<file path="config.mk">
export PLATFORM = sky130hd
export DESIGN_NAME = plab2_proc_muldiv_iterative_flat
export DESIGN_NICKNAME = d
export VERILOG_FILES = /design/src/rtl/plab2_proc_muldiv_iterative_pkg.sv /design/src/rtl/plab2_proc_muldiv_iterative_if.sv /design/src/rtl/plab2_proc_muldiv_ctrl.sv /design/src/rtl/plab2_proc_muldiv_iterative.sv /design/src/flat_wrapper.sv
export SDC_FILE = /design/constraint.sdc
export NUM_CORES = 1
export LEC_CHECK = 0
export CORE_AREA = 3 3 119 121
export DETAILED_ROUTE_END_ITERATION = 8
export DIE_AREA = 0 0 122 124
export GPL_ROUTABILITY_DRIVEN = 0
export PLACE_DENSITY = 0.85
export SLEW_MARGIN = 30
export SYNTH_ARGS = -nofsm -noshare
export SYNTH_HDL_FRONTEND = slang
export SYNTH_HIERARCHICAL = 1
export SYNTH_SLANG_ARGS = --single-unit
export TNS_END_PERCENT = 10
</file>
<file path="constraint.sdc">
create_clock -name clk -period 7 [get_ports clk]
set_input_delay 1.05 -clock clk [delete_from_list [all_inputs] [get_ports clk]]
set_output_delay 1.05 -clock clk [all_outputs]
set_load 0.005 [all_outputs]
</file>
<file path="src/rtl/plab2_proc_muldiv_iterative_pkg.sv">
// plab2_proc_muldiv_iterative_pkg: function codes, FSM states and default width for the muldiv unit
package plab2_proc_muldiv_iterative_pkg;

    localparam int P_NBITS = 32;

    typedef enum logic [2:0] {
        MULDIV_FN_MUL  = 3'd0,
        MULDIV_FN_DIV  = 3'd1,
        MULDIV_FN_DIVU = 3'd2,
        MULDIV_FN_REM  = 3'd3,
        MULDIV_FN_REMU = 3'd4
    } muldiv_fn_e;

    typedef enum logic [1:0] {
        IDLE = 2'd0,
        CALC = 2'd1,
        DONE = 2'd2
    } state_e;

endpackage

</file>
<file path="src/rtl/plab2_proc_muldiv_iterative_if.sv">
// plab2_proc_muldiv_iterative_if: val/rdy request and response bundle for the muldiv unit
interface plab2_proc_muldiv_iterative_if
    import plab2_proc_muldiv_iterative_pkg::*;
#(
    parameter int p_nbits = P_NBITS
);

    logic               req_val;
    logic               req_rdy;
    logic [2:0]         req_fn;
    logic [p_nbits-1:0] req_a;
    logic [p_nbits-1:0] req_b;
    logic               resp_val;
    logic               resp_rdy;
    logic [p_nbits-1:0] resp_data;

    modport master (
        output req_val, req_fn, req_a, req_b, resp_rdy,
        input  req_rdy, resp_val, resp_data
    );

    modport slave (
        input  req_val, req_fn, req_a, req_b, resp_rdy,
        output req_rdy, resp_val, resp_data
    );

endinterface

</file>
<file path="src/rtl/plab2_proc_muldiv_ctrl.sv">
// plab2_proc_muldiv_ctrl: IDLE/CALC/DONE sequencer and step counter; CALC ends with one result fix-up cycle
module plab2_proc_muldiv_ctrl
    import plab2_proc_muldiv_iterative_pkg::*;
#(
    parameter int p_nbits = P_NBITS
) (
    input  logic clk,
    input  logic reset,
    input  logic req_val,
    input  logic resp_rdy,
    output logic req_rdy,
    output logic resp_val,
    output logic load,
    output logic step,
    output logic fix
);

    localparam int CW = $clog2(p_nbits);

    state_e        state, next_state;
    logic [CW-1:0] cnt;
    logic          fix_q;

    assign req_rdy  = state == IDLE;
    assign resp_val = state == DONE;
    assign load     = req_rdy && req_val;
    assign step     = state == CALC && !fix_q;
    assign fix      = state == CALC && fix_q;

    // State register
    always_ff @(posedge clk or negedge reset) begin
        if (!reset) state <= IDLE;
        else        state <= next_state;
    end

    // Next-state logic
    always_comb begin
        next_state = state;
        case (state)
            IDLE:    next_state = req_val  ? CALC : IDLE;
            CALC:    next_state = fix_q    ? DONE : CALC;
            DONE:    next_state = resp_rdy ? IDLE : DONE;
            default: next_state = IDLE;
        endcase
    end

    // Step counter 0..p_nbits-1; flags the fix-up cycle after the final step
    always_ff @(posedge clk or negedge reset) begin
        if (!reset) begin
            cnt   <= '0;
            fix_q <= 1'b0;
        end else if (step) begin
            cnt   <= cnt + 1'b1;
            fix_q <= cnt == CW'(p_nbits - 1);
        end else if (fix) begin
            fix_q <= 1'b0;
        end
    end

endmodule

</file>
<file path="src/rtl/plab2_proc_muldiv_iterative.sv">
// plab2_proc_muldiv_iterative: iterative shift-add multiply / restoring divide; PLAB2_PROC_MULDIV_DIV_EN enables div/rem
module plab2_proc_muldiv_iterative
    import plab2_proc_muldiv_iterative_pkg::*;
#(
    parameter int p_nbits = P_NBITS
) (
    input logic                          clk,
    input logic                          reset,
    plab2_proc_muldiv_iterative_if.slave bus
);

    logic               load, step, fix;
    muldiv_fn_e         fn_q;
    logic [p_nbits-1:0] a_reg, b_reg, acc, result, resp_data_q;

    plab2_proc_muldiv_ctrl #(.p_nbits(p_nbits)) ctrl (
        .clk      (clk),
        .reset    (reset),
        .req_val  (bus.req_val),
        .resp_rdy (bus.resp_rdy),
        .req_rdy  (bus.req_rdy),
        .resp_val (bus.resp_val),
        .load     (load),
        .step     (step),
        .fix      (fix)
    );

    assign bus.resp_data = resp_data_q;

`ifdef PLAB2_PROC_MULDIV_DIV_EN
    logic             req_signed, neg_q, neg_r;
    logic [p_nbits:0] rem_sh, diff;
    assign req_signed = bus.req_fn == MULDIV_FN_DIV || bus.req_fn == MULDIV_FN_REM;
    assign rem_sh     = {acc, a_reg[p_nbits-1]};
    assign diff       = rem_sh - {1'b0, b_reg};
`endif

    // Latch operands on accept, then one shift-add (mul) or shift-subtract (div) step per cycle.
    // For division a_reg shifts dividend bits out and quotient bits in; acc is the partial remainder.
    always_ff @(posedge clk or negedge reset) begin
        if (!reset) begin
            fn_q  <= MULDIV_FN_MUL;
            a_reg <= '0;
            b_reg <= '0;
            acc   <= '0;
`ifdef PLAB2_PROC_MULDIV_DIV_EN
            neg_q <= 1'b0;
            neg_r <= 1'b0;
`endif
        end else if (load) begin
            fn_q  <= muldiv_fn_e'(bus.req_fn);
            acc   <= '0;
`ifdef PLAB2_PROC_MULDIV_DIV_EN
            a_reg <= (req_signed && bus.req_a[p_nbits-1]) ? -bus.req_a : bus.req_a;
            b_reg <= (req_signed && bus.req_b[p_nbits-1]) ? -bus.req_b : bus.req_b;
            neg_q <= bus.req_fn == MULDIV_FN_DIV && (bus.req_a[p_nbits-1] ^ bus.req_b[p_nbits-1])
                     && bus.req_b != '0;
            neg_r <= bus.req_fn == MULDIV_FN_REM && bus.req_a[p_nbits-1];
`else
            a_reg <= bus.req_a;
            b_reg <= bus.req_b;
`endif
        end else if (step) begin
            if (fn_q == MULDIV_FN_MUL) begin
                acc   <= acc + (b_reg[0] ? a_reg : '0);
                a_reg <= a_reg << 1;
                b_reg <= b_reg >> 1;
            end
`ifdef PLAB2_PROC_MULDIV_DIV_EN
            else begin
                acc   <= diff[p_nbits] ? rem_sh[p_nbits-1:0] : diff[p_nbits-1:0];
                a_reg <= {a_reg[p_nbits-2:0], ~diff[p_nbits]};
            end
`endif
        end
    end

    // Sign fix-up and function select; reserved codes yield zero
    always_comb begin
`ifdef PLAB2_PROC_MULDIV_DIV_EN
        result = fn_q == MULDIV_FN_MUL ? acc :
                 (fn_q == MULDIV_FN_DIV || fn_q == MULDIV_FN_DIVU) ? (neg_q ? -a_reg : a_reg) :
                 (fn_q == MULDIV_FN_REM || fn_q == MULDIV_FN_REMU) ? (neg_r ? -acc : acc) : '0;
`else
        result = fn_q == MULDIV_FN_MUL ? acc : '0;
`endif
    end

    // Response register, loaded in the fix-up cycle and held through DONE
    always_ff @(posedge clk or negedge reset) begin
        if (!reset)   resp_data_q <= '0;
        else if (fix) resp_data_q <= result;
    end

endmodule
</file>
<file path="src/flat_wrapper.sv">
// flat-port wrapper written by rule: the top's interface ports become plain ports
module plab2_proc_muldiv_iterative_flat import plab2_proc_muldiv_iterative_pkg::*;
#(
    parameter int p_nbits = P_NBITS
)
  (clk, reset, bus_req_val, bus_req_fn, bus_req_a, bus_req_b, bus_resp_rdy, bus_req_rdy, bus_resp_val, bus_resp_data);
  plab2_proc_muldiv_iterative_if #(.p_nbits(p_nbits)) bus_i ();
  input logic clk;
  input logic reset;
  input wire logic [$bits(bus_i.req_val)-1:0] bus_req_val;
  input wire logic [$bits(bus_i.req_fn)-1:0] bus_req_fn;
  input wire logic [$bits(bus_i.req_a)-1:0] bus_req_a;
  input wire logic [$bits(bus_i.req_b)-1:0] bus_req_b;
  input wire logic [$bits(bus_i.resp_rdy)-1:0] bus_resp_rdy;
  output wire logic [$bits(bus_i.req_rdy)-1:0] bus_req_rdy;
  output wire logic [$bits(bus_i.resp_val)-1:0] bus_resp_val;
  output wire logic [$bits(bus_i.resp_data)-1:0] bus_resp_data;
  assign bus_i.req_val = bus_req_val;
  assign bus_i.req_fn = bus_req_fn;
  assign bus_i.req_a = bus_req_a;
  assign bus_i.req_b = bus_req_b;
  assign bus_i.resp_rdy = bus_resp_rdy;
  assign bus_req_rdy = bus_i.req_rdy;
  assign bus_resp_val = bus_i.resp_val;
  assign bus_resp_data = bus_i.resp_data;
  plab2_proc_muldiv_iterative #(.p_nbits(p_nbits)) u_core (.clk(clk), .reset(reset), .bus(bus_i));
endmodule
</file>
; Word-level counts from Yosys, hierarchy flattened
; Cells that the tools add are included.
[totals]
word_cells = 40
inputBits = 71
output_inout_bits = 34
reg_bits = 139
[op_classes]
eq_ne = 3
n_mux = 17
add_sub_neg = 2
reduce_logical = 10
[ops]
columns = cell, n
row1 = 32-bit 2-to-1 mux, 11
row2 = 32-bit adder, 1
row3 = 2-bit one-hot mux with 3 select lines, 1
row4 = 2-bit nonzero test, 3
row5 = "5-bit by 1-bit adder with 5-bit output, second input constant", 1
row6 = "5-bit == test, second input constant", 1
row7 = 2-bit 2-to-1 mux, 2
row8 = 1-bit logical AND, 3
row9 = 3-bit zero test, 1
row10 = 1-bit 2-to-1 mux, 3
row11 = "2-bit by 1-bit == test with 1-bit output, second input constant", 1
row12 = "2-bit == test, second input constant", 1
row13 = 2-bit zero test, 1
row14 = 2-bit AND reduction, 1
row15 = 1-bit zero test, 1

; Logic depth before layout (Yosys ltp)
[logic_depth]
ltp_word = 5
depth_mapped = 13
depth_no_buf = 12

; Modules after synthesis
; The synthesis kept the hierarchy.
[modules_own_cells]
columns = module, seq_area_each_um2, cells_per_inst, area_per_inst_um2, instances
row1 = plab2_proc_muldiv_iterative, 3278.1, 828, 7480.9, 1
row2 = plab2_proc_muldiv_ctrl, 200.2, 30, 369.1, 1

; Worst setup path after synthesis
; No wires, ideal clock.
[synth_timing]
path_kind = flip-flop to flip-flop
from = register u_core.b_reg[0]
to = register u_core.acc[31]
period_less_slack_ns = 2.993
setup_time_ns = 0.128
t_arrival_ns = 2.866
slack_ns = 4.007
t_required_ns = 6.872
stages_incl_launch_ff = 12
path_buffers = 1
cell_sequence = dfrtp_1 -> clkbuf_1 -> and2_1 -> ha_1 -> a21o_1 -> a2111oi_0 -> nor3_1 -> nand4bb_1 -> a32oi_2 -> o41ai_2 -> mux2i_1 -> mux2_1
[synth_between]
elab_chain_len = 5
[synth_lines]
columns = item, line_no
row1 = "start, declared", plab2_proc_muldiv_iterative.sv:14  ; logic [p_nbits-1:0] a_reg, b_reg, acc, result, resp_data_q;
row2 = "start signal, assigned", plab2_proc_muldiv_iterative.sv:61  ; b_reg <= bus.req_b;
row3 = "start signal, assigned", plab2_proc_muldiv_iterative.sv:67  ; b_reg <= b_reg >> 1;
row4 = 32-bit 2-to-1 mux, plab2_proc_muldiv_iterative.sv:65  ; acc <= acc + (b_reg[0] ? a_reg : '0);
row5 = 32-bit adder, plab2_proc_muldiv_iterative.sv:65
row6 = 32-bit 2-to-1 mux, plab2_proc_muldiv_iterative.sv:64  ; if (fn_q == MULDIV_FN_MUL) begin
row7 = 32-bit 2-to-1 mux, plab2_proc_muldiv_iterative.sv:63  ; end else if (step) begin
row8 = 32-bit 2-to-1 mux, plab2_proc_muldiv_iterative.sv:50  ; end else if (load) begin
row9 = "end signal, assigned", plab2_proc_muldiv_iterative.sv:65
row10 = "end, declared", plab2_proc_muldiv_iterative.sv:14
; No other way between the ends. The select of a mux whose other input is x is not followed.
; A chain may end at the register's enable or synchronous reset.

; Final worst setup path
; Ends and elaborated chain as after synthesis.

==> impl_metrics.ini <==
[clock_tree]
cts_setup_buffers = 0
cts.sinks = 139
clk_latency_ps = 420
cts_tree = done
cts_resized = 0
clk_pin_slew_worst_paths_ps = 60
root_buffer = clkbuf_16
cts_buffers = 17
htreeDepth = 4
hold_buffers = 0
cts_buffer_depth = 2

[routing]
met2_length_mm = 8.39
drt_wl_total_mm = 17.5
wl_met3_mm = 1.12
detail-route-antenna-nets = 0
viasPerCell = 5.69
dr.pass1.iters = 4
dr.max_layer_used = met4
first_iter_violations = 448
wl_met1_mm = 7.68
vias = 6415
wl_per_cell_um = 15.5
drc = 0

[pwr]
max-vdd-ir-drop_uv = 267
power.leakage_nw = 4.28
power_density_nw_per_um2 = 398

[finish]
areaGrowthSynthToFinish_pct = 21.7
layout-drive-gt1-share_pct = 6.09
diodes = 0
fin_nets = 1044
final_common_cell = nand2_1
fin_util_pct = 72.5
layout_common_cells = 158 x nand2_1, 139 x dfrtp_1, 114 x o21ai_0, 103 x clkdlybuf4s50_1, 63 x mux2i_1
design_area_um2 = 9560

[synth]
synth_edf_count = 0
synth.top_cell.area_share_pct = 44.3
synth_nets = 963
synth-seq-cells = 139
ys_warn_count = 6
yosysTopAreaCell = dfrtp_1
syn_area_um2 = 7850
dominantRegCellSynth = dfrtp_1
synth.avg_cell_area_um2 = 9.15
ys_types = 58
syn_inst = 858
ys_seq_area_share_pct = 44.3
ys_top_cells_by_area = dfrtp_1 44%, mux2i_1 8.0%, nand2_1 7.6%, o21ai_0 7.3%, ha_1 5.3%
async_flop_share_pct = 100

[critical_path]
arrival_ps = 4050
endpoint_kind = flop
crit_required_ps = 7300
crit_fanout = 34
path_class = flop to flop
worst_setup_path_start_kind = flop

[sta]
hold_viol = 0
relSlewSlack_pct = 35.8
finalSetupTns_ps = 0
finalMaxSlewViolations = 0
finalClockSkew_ps = 13.8
setup_viol = 0
period_needed_ps = 3740
max_slew.worst_pin.slew_ps = 963
fmax_mhz = 267
rsz0062_at_grt = no
fin_crit_sh_pct = 53.5

[floorplanning]
die-height_um = 124
dieArea_um2 = 15100
start_util_pct = 59.5
pin_count = 105
die_w_um = 122
rows = 42
core_area_um2 = 13200

[placement]
dp.final_hpwl_mm = 11.8
placed_cell_area_um2 = 8920
portBuffers = 104

[global_routing]
antenna_found_initial = 0
grt_pass1_wl_mm = 29.1
grt_overflow = 0
first_global_vias = 6214
grt_start_max_net_pins = 92
track_usage_pct = 24.3

[min_path]
hold_class = flop to flop

[flow_run]
cap_violations = 0

[outcome]
status = finished clean
==> worst paths after layout <==
| check | from | cells past startpoint | slack [ps] | to |
|---|---|---|---|---|
| hold / removal | u_core/ctrl/cnt[3] | 1 | 490 | u_core/ctrl/cnt[3] |
| setup reg to reg | u_core/b_reg[0] | 10 | 3260 | u_core/acc[31] |
| setup / recovery | u_core/b_reg[0] | 10 | 3260 | u_core/acc[31] |
| min in group asynchronous | reset | 1 | 610 | u_core/bus.resp_data[23] |
| max in group asynchronous | reset | 2 | 5340 | u_core/b_reg[23] |
| hold reg to reg | u_core/ctrl/cnt[3] | 1 | 490 | u_core/ctrl/cnt[3] |
==> kinds of logic (layout without fill, tap and decap cells) <==
| family | count (synthesis) | count (layout) | synth area share, % |
|---|---|---|---|
| mux | 69 | 69 | 8.89 |
| flops | 139 | 139 | 44.3 |
| fa+ha+maj | 34 | 34 | 5.51 |
| compound gates | 230 | 230 | 17.3 |
| xor+xnor | 20 | 20 | 2.23 |
| buf+inv | 92 | 186 | 5.23 |
| simple gates | 274 | 274 | 16.5 |
==> cell type report <==
class,count,area [um2]
flip-flops and latches,139,3480
fillers,957,3630
clock buffers,18,439
well taps,176,220
multi-input cells,627,3970
inverters,44,165
repair buffers,110,1090
clock inverters,14,195
==> stage by stage <==
stage,setup WS (ps),power [W],hold WS [ps],instances
after global placement,3460,0.00278,453,1096
after floorplan,4010,0.00246,438,858
after global routing,3090,0.00407,511,1128
after detailed placement,3340,0.00284,482,1096
after CTS,3350,0.00382,495,1128
final,3260,0.00381,489,1128
==> per-layer routing <==
| metal | vias to the layer above | track usage, % |
|---|---|---|
| met1 | 3051 | 31.9 |
| met5 | - | 0 |
| met3 | 26 | 6.95 |
| met2 | 200 | 38.7 |
| li1 | 3138 | - |
| met4 | 0 | 8.96 |
==> cell usage after synthesis (2+ instances only) <==
cell and instances:
nand2_1 159, dfrtp_1 139, o21ai_0 114, mux2i_1 63
a21oi_1 51, inv_1 44, and2_1 36, clkbuf_1 36
ha_1 33, a21o_1 16, nor3_1 16, nor2_1 13
nand3b_1 11, xnor2_1 11, a211oi_1 10, nand3_1 10
xor2_1 9, nor2b_1 7, o211ai_1 6, a31oi_1 5
and3_1 5, mux2_2 5, nand4_1 5, o21a_1 5
a21boi_0 4, buf_1 4, buf_6 3, o21bai_1 3
a2111oi_0 2, clkbuf_8 2, o41ai_1 2, or2_2 2
or3_1 2
==> critical path: stages (launching register included) <==
cell and delay (ps):
dfrtp_1 970, and2_1 260, ha_1 280, and2_1 200, a2111oi_0 390, nor3_1 180
nand4bb_1 320, a32oi_2 360, o41ai_2 120, mux2i_1 180, mux2_1 340
==> report_power, final <==
part / leakage, nW / total, W / switching [W] / internal (W)
clock network: 0.299 / 0.000954 / 0.000348 / 0.000606
registers: 1.79 / 0.00137 / 0.000252 / 0.00112
logic: 2.19 / 0.00148 / 0.000810 / 0.000674
total: 4.28 / 0.00381 / 0.00141 / 0.00240
No activity file was read; power rests on OpenSTA's default activity.
